**src/rtl/maze_game_ctrl.sv**
```systemverilog
// Maze session controller: sequences carver generation, selects the maze size per level,
// owns the player position, validates moves against the carved bitmap and detects the goal.
module maze_game_ctrl #(
    parameter logic [25:0] GEN_SLOW_TIME = 26'd1000,
    parameter logic [25:0] MOVE_HOLDOFF  = 26'd5_000_000,
    parameter logic [3:0]  BUSY_WAIT     = 4'd15
) (
    input  logic         clk,
    input  logic         reset,
    input  logic         btn_new,
    input  logic         btn_up,
    input  logic         btn_down,
    input  logic         btn_left,
    input  logic         btn_right,
    input  logic         gen_finish,
    input  logic [255:0] maze_data,
    input  logic [3:0]   gen_finish_x,
    input  logic [3:0]   gen_finish_y,
    output logic         gen_start,
    output logic [25:0]  gen_slow_time,
    output logic [4:0]   maze_width,
    output logic [4:0]   maze_height,
    output logic [3:0]   player_x,
    output logic [3:0]   player_y,
    output logic [3:0]   goal_x,
    output logic [3:0]   goal_y,
    output logic [2:0]   level,
    output logic [2:0]   game_state,
    output logic         won
);

    typedef enum logic [2:0] {
        StIdle     = 3'd0,
        StStart    = 3'd1,
        StWaitBusy = 3'd2,
        StWaitDone = 3'd3,
        StPlay     = 3'd4,
        StWon      = 3'd5
    } state_e;

    localparam int unsigned BtnNew   = 0;
    localparam int unsigned BtnUp    = 1;
    localparam int unsigned BtnLeft  = 2;
    localparam int unsigned BtnDown  = 3;
    localparam int unsigned BtnRight = 4;

    state_e      state_q, state_d;
    logic [2:0]  level_q, level_d;
    logic [4:0]  size_q, size_d;
    logic [3:0]  px_q, px_d;
    logic [3:0]  py_q, py_d;
    logic [3:0]  gx_q, gx_d;
    logic [3:0]  gy_q, gy_d;
    logic [25:0] hold_q, hold_d;
    logic [3:0]  busy_q, busy_d;
    logic [4:0]  btn_now;
    logic [4:0]  btn_prev_q;
    logic [4:0]  btn_edge_q;

    logic        mv_req;
    logic        mv_ok;
    logic        in_bounds;
    logic [4:0]  tx;
    logic [4:0]  ty;
    logic [7:0]  cell_idx;

    assign btn_now = {btn_right, btn_down, btn_left, btn_up, btn_new};

    // Only the highest-priority move edge is considered. Stepping up/left from 0 wraps to 31
    // in 5 bits, which the bounds compare then rejects.
    always_comb begin
        mv_req = 1'b1;
        tx     = {1'b0, px_q};
        ty     = {1'b0, py_q};
        if (btn_edge_q[BtnUp]) begin
            ty = {1'b0, py_q} - 5'd1;
        end else if (btn_edge_q[BtnLeft]) begin
            tx = {1'b0, px_q} - 5'd1;
        end else if (btn_edge_q[BtnDown]) begin
            ty = {1'b0, py_q} + 5'd1;
        end else if (btn_edge_q[BtnRight]) begin
            tx = {1'b0, px_q} + 5'd1;
        end else begin
            mv_req = 1'b0;
        end
    end

    assign in_bounds = (tx < size_q) && (ty < size_q);
    assign cell_idx  = {ty[3:0], tx[3:0]};
    assign mv_ok     = mv_req && in_bounds && (hold_q == '0) && maze_data[cell_idx];

    always_comb begin
        state_d = state_q;
        level_d = level_q;
        px_d    = px_q;
        py_d    = py_q;
        gx_d    = gx_q;
        gy_d    = gy_q;
        busy_d  = busy_q;
        hold_d  = (hold_q != '0) ? hold_q - 26'd1 : hold_q;

        unique case (state_q)
            StIdle: begin
                if (btn_edge_q[BtnNew]) begin
                    level_d = 3'd0;
                    state_d = StStart;
                end
            end
            StStart: begin
                px_d    = 4'd0;
                py_d    = 4'd0;
                busy_d  = 4'd0;
                state_d = StWaitBusy;
            end
            StWaitBusy: begin
                // A finish flag still high from the previous maze is not a completion.
                if (!gen_finish) begin
                    state_d = StWaitDone;
                end else if (busy_q == BUSY_WAIT) begin
                    state_d = StStart;
                end else begin
                    busy_d = busy_q + 4'd1;
                end
            end
            StWaitDone: begin
                if (gen_finish) begin
                    gx_d    = gen_finish_x;
                    gy_d    = gen_finish_y;
                    hold_d  = 26'd0;
                    state_d = StPlay;
                end
            end
            StPlay: begin
                if (btn_edge_q[BtnNew]) begin
                    state_d = StStart;
                end else if (px_q == gx_q && py_q == gy_q) begin
                    state_d = StWon;
                end else if (mv_ok) begin
                    px_d   = tx[3:0];
                    py_d   = ty[3:0];
                    hold_d = MOVE_HOLDOFF;
                end
            end
            StWon: begin
                if (btn_edge_q[BtnNew]) begin
                    level_d = (level_q == 3'd6) ? 3'd6 : level_q + 3'd1;
                    state_d = StStart;
                end
            end
            default: state_d = StIdle;
        endcase

        size_d = 5'd4 + {1'b0, level_d, 1'b0};
    end

    always_ff @(posedge clk) begin
        if (reset) begin
            state_q    <= StIdle;
            level_q    <= 3'd0;
            size_q     <= 5'd4;
            px_q       <= 4'd0;
            py_q       <= 4'd0;
            gx_q       <= 4'd0;
            gy_q       <= 4'd0;
            hold_q     <= 26'd0;
            busy_q     <= 4'd0;
            btn_prev_q <= 5'd0;
            btn_edge_q <= 5'd0;
        end else begin
            state_q    <= state_d;
            level_q    <= level_d;
            size_q     <= size_d;
            px_q       <= px_d;
            py_q       <= py_d;
            gx_q       <= gx_d;
            gy_q       <= gy_d;
            hold_q     <= hold_d;
            busy_q     <= busy_d;
            btn_prev_q <= btn_now;
            btn_edge_q <= btn_now & ~btn_prev_q;
        end
    end

    assign gen_start     = (state_q == StStart);
    assign won           = (state_q == StWon);
    assign game_state    = state_q;
    assign gen_slow_time = GEN_SLOW_TIME;
    assign maze_width    = size_q;
    assign maze_height   = size_q;
    assign player_x      = px_q;
    assign player_y      = py_q;
    assign goal_x        = gx_q;
    assign goal_y        = gy_q;
    assign level         = level_q;

endmodule

```
**config.mk**
```make
export PLATFORM = sky130hd
export DESIGN_NAME = maze_game_ctrl
export DESIGN_NICKNAME = d
export VERILOG_FILES = /design/src/rtl/maze_game_ctrl.sv
export SDC_FILE = /design/constraint.sdc
export NUM_CORES = 1
export LEC_CHECK = 0
export BUFFER_PORTS_ARGS = -buffer_cell sky130_fd_sc_hd__buf_2
export CORE_AREA = 4 4 128 130
export DETAILED_ROUTE_END_ITERATION = 6
export DIE_AREA = 0 0 132 134
export PLACE_DENSITY = 0.74
export SYNTH_ARGS = -nofsm -noshare
export SYNTH_HDL_FRONTEND = slang
export SYNTH_SLANG_ARGS = --single-unit
```
**constraint.sdc**
```tcl
create_clock -name clk -period 4.7 [get_ports clk]
set_input_delay 0.47 -clock clk [delete_from_list [all_inputs] [get_ports clk]]
set_output_delay 0.47 -clock clk [all_outputs]
set_load 0.02 [all_outputs]
```
==> summary.md <==
| Metric | Value |
|---|---|
| Crit-path cells | or4b_1, a221oi_2, xnor2_1, inv_2, ha_1, a211o_1, nor3_1, o211ai_1, nor2_1, o21ai_1, a311oi_1, a41oi_1, o211ai_1, o21ai_2, or4b_1, a21oi_1 |
| Slew HR | 38.0% |
| WP data arrival | between 4 and 5 ns |
| Critical path class | reg2reg |
| RSZ-0062 raised after global routing | no |
| Period utilisation layout | around nine tenths |
| Via count | between 6000 and 7000 |
| Mapped Avg Cell Area | ~8.6 um^2 |
| Worst Path Max Fanout | 15 |
| Worst VDD drop | 0.175 mV |
| R2R Setup Slk | 0.45 ns |
| Area contributors post-synth | dfxtp_1 21%, mux4_2 14%, nand2_1 5.6% |
| PD cells | about 340 nW/um^2 |
| Post-synth ARST share | 0% |
| Largest stage delay, worst path | roughly 0.62 ns |
| Hold path depth | 1 |
| Die W | approximately 130 um |
| # hold bufs at CTS | 0 |
| Tmin final | ~4.2 ns |
| CP required | between 4 and 5 ns |
| Fraction of layout cells with a size suffix above 1 | a little over two fifths |
| Ys Warns | 0 |
| Post-cts gate resize count | 0 |
| Startpoint Class | register |
| Drt drc | 0 |
| Pins Over Slew Limit | 0 |
| Post-layout instance area | between 8000 and 9000 um^2 |
| Clock sink count | 65 |
| Commonest cells in the netlist | 94 x nand2_1, 65 x dfxtp_1, 62 x nor2_1 |
| Synth top area share | 20.7% |
| Post-route ant nets | 0 |
| Initial antenna violation count | 4 |
| Clk_skew | roughly 0.0061 ns |
| Buffers on Ports | ~300 |
| Setup bufs post-CTS | 0 |
| R2r startpoint | btn_edge_q[2] |
| GRT Residual Overflow | 0 |
| Worst R2R Path Depth | 16 |
| DP Area | approximately 7700 um^2 |
| EDFF count, synth | 0 |
| H-tree depth | 3 |
| DIE AREA | between 15000 and 20000 um^2 |
| Diode count | 0 |
| DR iter-0 viols | 600 |
| CTS tree | yes |
| Drt wl/cell | about 19 um |
| Starting Density | a little over 40% |
| Core ar. | ~15000 um^2 |
| Clock root cell | clkbuf_16 |
| Clk_lat worst skew | about 0.32 ns |
| Critical Path Sink Type | register |
| Largest net degree at the start of global routing | 77 |
| Setup crit start | btn_edge_q[2] |
| Placer Congestion | 0.912 |
| Clock tree buffer depth | 2 |
| Slew @ Worst Pin | 0.904 ns |
| Synthesis-stage register bit count | 65 |
| Vias in the first global route | 6444 |
| Slowest library cell on the worst path | dfxtp_1 |
| First-pass GRT wire length | roughly 35 mm |
| Die span in y | 134 um |
| Final setup viols | 0 |
| Sw Ratio | between 30 and 40% |
| Gr usage total | 24.6% |
| Status | complete, no violations |
| Pleak | between 3 and 4 nW |
| Hold path endpoint | btn_edge_q[0] |
| Post-synthesis sequential area ratio | 20.7% |
| Synth Cell Area | 6280 um^2 |
| Cts bufs inserted | 9 |
| # fillers | roughly 1400 |
| Maxcap violations | 0 |
| Area growth from synthesis to layout | 27.4% |
| Most frequent cell after synthesis | nand2_1 |
| Gate count after technology mapping | 730 |
| Reg power frac | roughly 28% |
| Worst hold slack | 0.379 ns |
| Pint | around 1.7 mW |
| Worst-path clk slew | roughly 0.060 ns |
| Final nets | 1289 |
| Leading area contributor after synthesis | dfxtp_1 |
| Yosys cell types | just over 80 |
| I/O pin count | 332 |
| Top FF cell, synth | dfxtp_1 |
| DRT Pass-1 Iters | 6 |
| Hpwl dp | around 19 mm |
| Clock power share | approximately 27% |
| TNS Setup | 0 ns |
| Combinational share of power | 44.3% |
| Switching pwr | slightly below 1 mW |
| RR Endpoint | player_x[2] |
| Min-Delay Startpoint | btn_prev_q[0] |
| Worst hold path class | reg2reg |
| Via density | 5.64 |
| Site Rows | between 40 and 50 |
| Fin. Hold Viols | 0 |
| WL final | 22.8 mm |
| Peak Freq | 235 MHz |
-- how the worst max path moves through the flow --
stage	depth (start not counted)	slack, ns	end
floorplan	18	0.84	player_x[2]
global placement	16	0.62	player_x[2]
detailed placement	16	0.50	player_x[2]
CTS	16	0.49	player_x[2]
global route	16	0.15	player_x[2]
finish	16	0.45	player_x[2]
-- logic make-up after synthesis --
family	count (synthesis)	share of synthesized area, %
XOR/XNOR	35	4.88
other	2	0.119
adder cells (fa/ha/maj)	16	3.19
flip-flops	65	20.7
AO/OA/AOI/OAI	147	18.1
buffers and inverters	101	10.5
multiplexers	61	17.6
AND/OR/NAND/NOR	303	24.9
-- registers in the layout, summed over array words and instances, names as in the netlist, 4 cells and up, named ones only --
signal and count:
busy_q 4, hold_q 26, goal_x 4, btn_edge_q 5, goal_y 4, btn_prev_q 5
player_y 4, player_x 4
-- power by group through the flow --
stage	Sequential (mW)	Clock [mW]	Combinational [mW]
2_1_floorplan	0.750	0	0.924
4_1_cts	0.761	0.742	1.19
3_3_place_gp	0.767	0	1.16
3_5_place_dp	0.771	0	1.18
5_1_grt	0.780	0.765	1.33
6_report	0.762	0.731	1.19
-- cells in the final DEF, fill, tap and decap left out, types with 9 or more instances in the layout --
cell type	netlist	routed
buf_2	12	303
and3_1	22	22
nor3_1	15	15
clkbuf_16	0	9
a211oi_1	17	17
inv_1	15	15
conb_1	2	28
ha_1	16	16
nand4_1	11	11
o22ai_1	10	10
mux4_2	39	39
buf_4	39	12
xor2_1	9	9
a21oi_1	34	34
a2111oi_0	10	10
nor2b_1	18	18
nor2_1	62	62
xnor2_1	26	25
or3_1	15	15
nor2_2	11	11
mux2i_1	16	16
dfxtp_1	65	65
nand2_1	94	94
-- cell type report --
cell class | instances | area [um^2] | share of cell area [%]
tap | 188 | 235 | 2.94
sequential | 65 | 1300 | 16.3
inverter | 19 | 71.3 | 0.891
timing repair buffer | 316 | 1630 | 20.3
clock buffer | 12 | 256 | 3.20
clock inverter | 4 | 75.1 | 0.938
multi-input combinational | 590 | 4440 | 55.4
-- critical path: cells and delay by family (launching register included) --
kind	cells	cell delay [ns]
adders and majority gates	1	0.22
buffers and inverters	1	0.16
xor gates and xnor gates	1	0.19
DFF	1	0.62
and+or+nand+nor	4	1.28
AOI/OAI and AO/OA	9	1.69
-- layer usage --
layer  global-route usage, %  vias to the layer above  share of wire (%)
li1                        -                     3214                  -
met1                    31.7                     3096                 40
met2                    40.3                      379                 47
met3                    8.10                       38                 11
met4                    5.83                        4                2.0
met5                       0                        -               0.11
-- through the flow --
step	worst slack [ns]	std cells	total power, mW	util (%)
finish	0.450	1194	2.68	52.8
global route	0.152	1194	2.88	52.8
CTS	0.488	1194	2.69	52.8
detailed placement	0.497	1178	1.95	50.7
global placement	0.625	1178	1.93	50.7
floorplan	0.844	756	1.67	-
No activity file was read; power rests on OpenSTA's default activity.
